==> src/rtl/mul_share_arbiter.sv <==
// mul_share_arbiter
//   Several requesters share one signed fixed-point multiplier. A round-robin
//   arbiter issues at most one operation per cycle. The result comes back on a
//   shared bus a fixed number of cycles later, tagged with a one-hot owner pulse.
//
// Parameters
//   width_H  signed integer bits of the fixed-point format
//   width_W  fraction bits (data width D = width_H + width_W)
//   num_ch   number of requesters (2..8)
//   mul_lat  cycles from grant to result pulse (1..4)
//
// Ports
//   clk       rising-edge clock
//   rst_n     asynchronous active-low reset
//   req_en    per-channel request, held until granted
//   req_a     channel k operand A at [k*D +: D], two's complement
//   req_b     channel k operand B, same packing
//   req_gnt   combinational one-hot grant; operands are taken on that edge
//   rsp_en    registered one-hot pulse naming the owner of rsp_data
//   rsp_data  registered product, held between pulses
//   busy      high while any operation occupies the multiply pipeline
module mul_share_arbiter #(
    parameter int width_H = 5,
    parameter int width_W = 20,
    parameter int num_ch  = 4,
    parameter int mul_lat = 2
) (
    input  logic                                  clk,
    input  logic                                  rst_n,
    input  logic [num_ch-1:0]                     req_en,
    input  logic [num_ch*(width_H+width_W)-1:0]   req_a,
    input  logic [num_ch*(width_H+width_W)-1:0]   req_b,
    output logic [num_ch-1:0]                     req_gnt,
    output logic [num_ch-1:0]                     rsp_en,
    output logic [width_H+width_W-1:0]            rsp_data,
    output logic                                  busy
);

    localparam int D  = width_H + width_W;
    localparam int PW = $clog2(num_ch);

    // ------------------------------------------------------------------
    // Round-robin arbiter
    // ------------------------------------------------------------------
    logic [PW-1:0]     ptr_q;
    logic [PW-1:0]     ptr_d;
    logic [num_ch-1:0] gnt_d;
    logic [PW-1:0]     gnt_idx;
    logic              gnt_any;

    // Search upward from ptr_q, wrapping; the first active request wins.
    always_comb begin
        gnt_d   = '0;
        gnt_idx = '0;
        gnt_any = 1'b0;
        for (int i = 0; i < num_ch; i++) begin
            if (!gnt_any && req_en[(int'(ptr_q) + i) % num_ch]) begin
                gnt_any = 1'b1;
                gnt_idx = PW'((int'(ptr_q) + i) % num_ch);
            end
        end
        // No grant may be seen by a requester while the block is in reset,
        // otherwise it would believe its operands were consumed.
        if (!rst_n) begin
            gnt_any = 1'b0;
        end
        if (gnt_any) begin
            gnt_d[gnt_idx] = 1'b1;
        end
    end

    always_comb begin
        ptr_d = ptr_q;
        if (gnt_any) begin
            ptr_d = (gnt_idx == PW'(num_ch - 1)) ? '0 : gnt_idx + PW'(1);
        end
    end

    always_ff @(posedge clk or negedge rst_n) begin
        if (!rst_n) begin
            ptr_q <= '0;
        end else begin
            ptr_q <= ptr_d;
        end
    end

    assign req_gnt = gnt_d;

    // ------------------------------------------------------------------
    // Shared multiplier
    // ------------------------------------------------------------------
    logic        [D-1:0]         op_a;
    logic        [D-1:0]         op_b;
    logic signed [D+width_W-1:0] op_a_x;
    logic signed [D+width_W-1:0] op_b_x;
    logic        [D-1:0]         prod;

    assign op_a = req_a[gnt_idx*D +: D];
    assign op_b = req_b[gnt_idx*D +: D];

    // Only the low D+width_W product bits survive the shift-and-truncate,
    // so the multiply is carried out at that width; the integer part wraps.
    assign op_a_x = {{width_W{op_a[D-1]}}, op_a};
    assign op_b_x = {{width_W{op_b[D-1]}}, op_b};
    assign prod   = D'((op_a_x * op_b_x) >>> width_W);

    // ------------------------------------------------------------------
    // Result pipeline: valid bit, one-hot owner tag and product per stage.
    // The tag is all-zero for an empty stage, so the last stage's tag is the
    // rsp_en pulse directly. Data only loads when a valid entry arrives,
    // which makes rsp_data hold between pulses.
    // ------------------------------------------------------------------
    logic [mul_lat-1:0] vld_vec;

    for (genvar gi = 0; gi < mul_lat; gi++) begin : g_pipe
        logic              vld_in;
        logic [num_ch-1:0] tag_in;
        logic [D-1:0]      dat_in;
        logic              vld_q;
        logic [num_ch-1:0] tag_q;
        logic [D-1:0]      dat_q;

        if (gi == 0) begin : g_first
            assign vld_in = gnt_any;
            assign tag_in = gnt_d;
            assign dat_in = prod;
        end else begin : g_next
            assign vld_in = g_pipe[gi-1].vld_q;
            assign tag_in = g_pipe[gi-1].tag_q;
            assign dat_in = g_pipe[gi-1].dat_q;
        end

        always_ff @(posedge clk or negedge rst_n) begin
            if (!rst_n) begin
                vld_q <= 1'b0;
                tag_q <= '0;
                dat_q <= '0;
            end else begin
                vld_q <= vld_in;
                tag_q <= tag_in;
                if (vld_in) begin
                    dat_q <= dat_in;
                end
            end
        end

        assign vld_vec[gi] = vld_q;
    end

    assign rsp_en   = g_pipe[mul_lat-1].tag_q;
    assign rsp_data = g_pipe[mul_lat-1].dat_q;
    assign busy     = |vld_vec;

endmodule

==> config.mk <==
export PLATFORM = sky130hd
export DESIGN_NAME = mul_share_arbiter
export DESIGN_NICKNAME = d
export VERILOG_FILES = /design/src/rtl/mul_share_arbiter.sv
export SDC_FILE = /design/constraint.sdc
export NUM_CORES = 2
export LEC_CHECK = 0
export ABC_AREA = 0
export CAP_MARGIN = 20
export CELL_PAD_IN_SITES_DETAIL_PLACEMENT = 0
export CELL_PAD_IN_SITES_GLOBAL_PLACEMENT = 2
export CORE_ASPECT_RATIO = 1.75
export CORE_MARGIN = 8
export CORE_UTILIZATION = 41
export CTS_CLUSTER_DIAMETER = 100
export DETAILED_ROUTE_END_ITERATION = 6
export PLACE_DENSITY = 0.89
export SLEW_MARGIN = 15
export SYNTH_ARGS = -nofsm -noshare
export SYNTH_HDL_FRONTEND = slang
export SYNTH_SLANG_ARGS = --single-unit
export TNS_END_PERCENT = 100
==> constraint.sdc <==
create_clock -name clk -period 13.3 [get_ports clk]
set_input_delay 2.66 -clock clk [delete_from_list [all_inputs] [get_ports clk]]
set_output_delay 2.66 -clock clk [all_outputs]
set_load 0.1 [all_outputs]
# Word-level counts from Yosys, hierarchy flattened
# Cells that the tools add are included.
# classes
reduce_logical	11
n_bitwise	3
add_sub_neg	4
shifts	2
magnitude_cmp	6
multipliers	2
n_mux	24
n_eq_ne	1
# ops
op	n
indexed part select 100 x 8 -> 25 bit	2
multiplier 25 x 25 -> 45 bit	1
two-way mux 1 bit	13
< comparator 3 x 4 -> 1 bit (second input constant)	3
two-way mux 2 bit	5
binary-select mux 1 bit (select 2 bit)	4
OR reduction 2 bit	4
multiplier 2 x 5 -> 7 bit (second input constant)	1
< comparator 2 x 3 -> 1 bit (second input constant)	2
adder 2 x 1 -> 2 bit (second input constant)	2
adder 2 bit (second input constant)	2
logical AND 1 bit	4
two-way mux 4 bit	1
AND 1 bit (first input constant)	3
logical NOT 1 bit	3
demux 1 bit (select 2 bit)	1
equality test 2 bit (second input constant)	1
greater-or-equal comparator 2 x 1 -> 1 bit (second input constant)	1
# totals
register_bits	62
out_inout_bits	34
word_cells	60

# Depth between registers and ports, before layout
# logic_depth
ltp_word	19
depth_mapped	37

# Worst setup path after synthesis
# OpenSTA, ideal clock, no wires.
# synth_path
path_type	input to register
start	in req_en[0]
end	reg g_pipe[0].dat_q[24]
arrival_ns	11.103
path_stages	31
n_path_buf	5
setup_time_ns	0.082
required_time_ns	13.218
slack_ns	2.115
path_cell_list	nor2b_1 o21ba_2 nor2_1 buf_2 clkbuf_1 clkbuf_1 buf_1 nand2_1 nand2_1 clkbuf_1 nor2_1 fa_1 fa_1 inv_1 fa_1 inv_1 fa_1 fa_1 fa_1 fa_1 ha_1 nor2b_1 o21ai_0 nand2b_1 a21oi_1 nor2b_1 o21a_1 nor3_1 a21oi_1 or3_1 a31oi_1
# synth_via
elab_chain_cells	15
elab_cells_between_ends	30
# synth_rtl
item	line_no	rtl
start, declared	30	input logic [num_ch-1:0] req_en,
binary-select mux 1 bit (select 2 bit)	57	if (!gnt_any && req_en[(int'(ptr_q) + i) % num_ch]) begin
two-way mux 1 bit (not written as such)	57	
two-way mux 1 bit	57	
logical NOT 1 bit	57	
logical AND 1 bit	57	
two-way mux 1 bit	57	
logical NOT 1 bit	57	
logical AND 1 bit	57	
two-way mux 1 bit	57	
logical NOT 1 bit	57	
logical AND 1 bit	57	
two-way mux 2 bit	57	
multiplier 2 x 5 -> 7 bit	98, 99	
indexed part select 100 x 8 -> 25 bit (on tied branches)	98, 99	
multiplier 25 x 25 -> 45 bit	105	assign prod = D'((op_a_x * op_b_x) >>> width_W);
end signal, assigned	142	dat_q <= dat_in;
end, declared	121	logic [D-1:0] dat_q;
# Several ways; a longest one is shown, not always the timed one. The select of a mux whose other input is x is not followed.
# A chain may end at the register's enable or synchronous reset.

# Final worst setup path
# layout_path
start	in req_en[1]
end	reg g_pipe[0].dat_q[18]
# The elaborated chain is that of the path after synthesis.

==> flow_summary.yaml <==
critical_path:
  critPathCaptureType: "flip-flop"
  worstSetupStartpointType: "input port"
  crit_type: "in -> reg"
  cpMostUsedCell: "fa_1"
  cp_slowest_stage_delay_ns: 0.65
  crit_required_ns: 13.51
  crit_fanout: 27
  arrival_ns: 12.52
  critPathSlowestCell: "nand2_1"
final_layout:
  multi_input_area_um2: 20400
  final_nets: 3936
  regArea_um2: 1550
  area_growth_pct: 15.5
  drive_above_1_share: 0.0534
  fillers: 5902
clock_tree:
  cts_root_buf: "clkbuf_16"
  cts_max_path_buffers: 2
  h-tree-depth: 3
  clock-sinks: 62
  numCtsBuffers: 9
  cts_setup_buffers: 0
  cts_tree: "yes"
  clkSlewWorstSetupHoldPaths_ns: 0.06
  cts_resized: 0
  cts_hold_buf: 0
  clk_latency_ns: 0.35
logic_synthesis:
  ys.flop_type: "dfrtp_1"
  synth_top_cell_area_share: 0.490
  synth.avg_cell_area_um2: 8.83
  synth_common_cells: "inv_1, fa_1, nand2_1, nor2_1, ha_1"
  ys_seq_elements: 62
  synthTopCellsByArea: "fa_1, inv_1, ha_1"
  synth_nets: 3740
  async_flop_share: 1.00
  yosysSeqAreaShare: 0.0629
  synthCells: 2794
  syn_area_um2: 24700
  ys_warn_count: 0
  synth.distinct_cells: 52
  yosys.cell_count.top_type: "inv_1"
  synth_top_area_cell: "fa_1"
  synth_edf_count: 0
global_routing:
  grt_first_pass_wirelength_mm: 145
  first_global_vias: 22900
  gr-usage-all-layers: 0.290
  grt-ovfl-total: 0
  grt_max_degree: 60
  antenna_found_initial: 1
route:
  dr_total_vias: 20200
  dr.pass1.iters: 5
  wirelength_mm: 98.4
  wl_per_cell_um: 26.0
  drc_errors: 0
  vias_per_cell: 5.34
  antenna_left: 0
  drtIter0Drc: 1070
floorplan:
  initial_core_util: 0.412
  die-area_um2: 68600
  die_w_um: 201
  core_um2: 59900
  num_rows: 119
  ioPinCount: 240
  die_h_um: 341
sta:
  hold_viol_final: 0
  skew_ns: 0.00762
  setup_tns_ns: 0
  clock.fmax_ghz: 0.0812
  slew_viol_final: 0
  post-route-period-util: 0.926
  grt_setup_unrepaired: "no"
  finalCriticalPeriod_ns: 12.31
  setup_violations: 0
  tightestPinTransition_ns: 1.18
  whs_ns: 0.347
  slew_headroom: 0.211
job:
  maxCapViolCount: 0
worst_hold_path:
  hp-class: "reg -> reg"
place:
  gp_congestion: 0.989
  io_buffers: 239
  dp_hpwl_mm: 83.8
status:
  outcome: "completed"
## per-stage QoR
step	setup slack [ns]	utilization	area (um^2)	cells
3_5_place_dp	0.699	0.471	28200	3764
4_1_cts	1.02	0.476	28500	3780
6_report	0.987	0.476	28500	3782
5_1_grt	0.575	0.476	28500	3782
3_3_place_gp	0.676	0.471	28200	3763
2_1_floorplan	2.12	-	24700	2794
## worst paths after layout
path	start	end	slack (ns)	depth (start not counted)
worst max-delay path	req_en[1]	g_pipe[0].dat_q[18]	0.99	35
worst min-delay path	g_pipe[0].tag_q[2]	rsp_en[2]	0.35	0
worst max register to register	ptr_q[0]	g_pipe[0].dat_q[18]	3.50	34
worst min register to register	g_pipe[0].tag_q[2]	rsp_en[2]	0.35	0
max in group asynchronous	rst_n	g_pipe[0].dat_q[10]	9.99	2
min in group asynchronous	rst_n	rsp_data[22]	2.30	1
## worst max-delay path: cells and delay by family
kind,cells,cell delay (ns)
fa+ha+maj,8,3.83
buf+inv,9,2.23
compound gates,8,1.74
simple gates,8,1.56
xor+xnor,1,0.28
mux,1,0.20
## metal layers
metal / wire length (um) / up-vias / global-route usage
li1: - / 8605 / -
met1: 29900 / 10400 / 0.273
met2: 53500 / 864 / 0.547
met3: 4750 / 322 / 0.0381
met4: 10200 / 0 / 0.242
met5: 0 / - / 0
## cell usage in the layout (no fill, tap or decap), drive strengths merged, types with 10 or more instances in the layout
master / count
mux2i: 88
and2: 42
dfrtp: 62
nand2: 403
a21o: 24
ha: 136
xor2: 13
fa: 604
nor2: 337
o21ai: 52
mux2: 37
clkbuf: 10
buf: 74
a31oi: 11
inv: 627
nor2b: 15
and3: 10
clkdlybuf4s50: 238
or2: 11
nand2b: 18
xnor2: 30
nand3: 37
nand4: 10
a21oi: 41
## state kept, by name (all words and copies together), names as in the netlist
name          flops
g_pipe.dat_q     25
g_pipe.tag_q      4
g_pipe.vld_q      2
ptr_q             2
rsp_data         25
rsp_en            4
## cell families (layout without fill, tap and decap cells)
| family | count (synthesis) | after routing | synth area share |
|---|---|---|---|
| flops | 62 | 62 | 0.0629 |
| compound gates | 168 | 168 | 0.0423 |
| mux | 125 | 125 | 0.0526 |
| simple gates | 901 | 901 | 0.152 |
| xor+xnor | 43 | 43 | 0.0153 |
| buf+inv | 755 | 956 | 0.116 |
| other cells | 0 | 1 | 0 |
| fa+ha+maj | 740 | 740 | 0.559 |
## final cells by class
cell class / count / area share
flip-flops and latches: 62 / 0.0544
well taps: 786 / 0.0345
multi-input cells: 1977 / 0.714
repair buffers: 312 / 0.103
clock inverters: 6 / 0.00250
diodes: 1 / 0.0000878
inverters: 628 / 0.0828
clock buffers: 10 / 0.00804
Power is left out: the tool's default activity adds up to more than one toggle a clock period on the data nets, which glitch-free logic cannot reach.
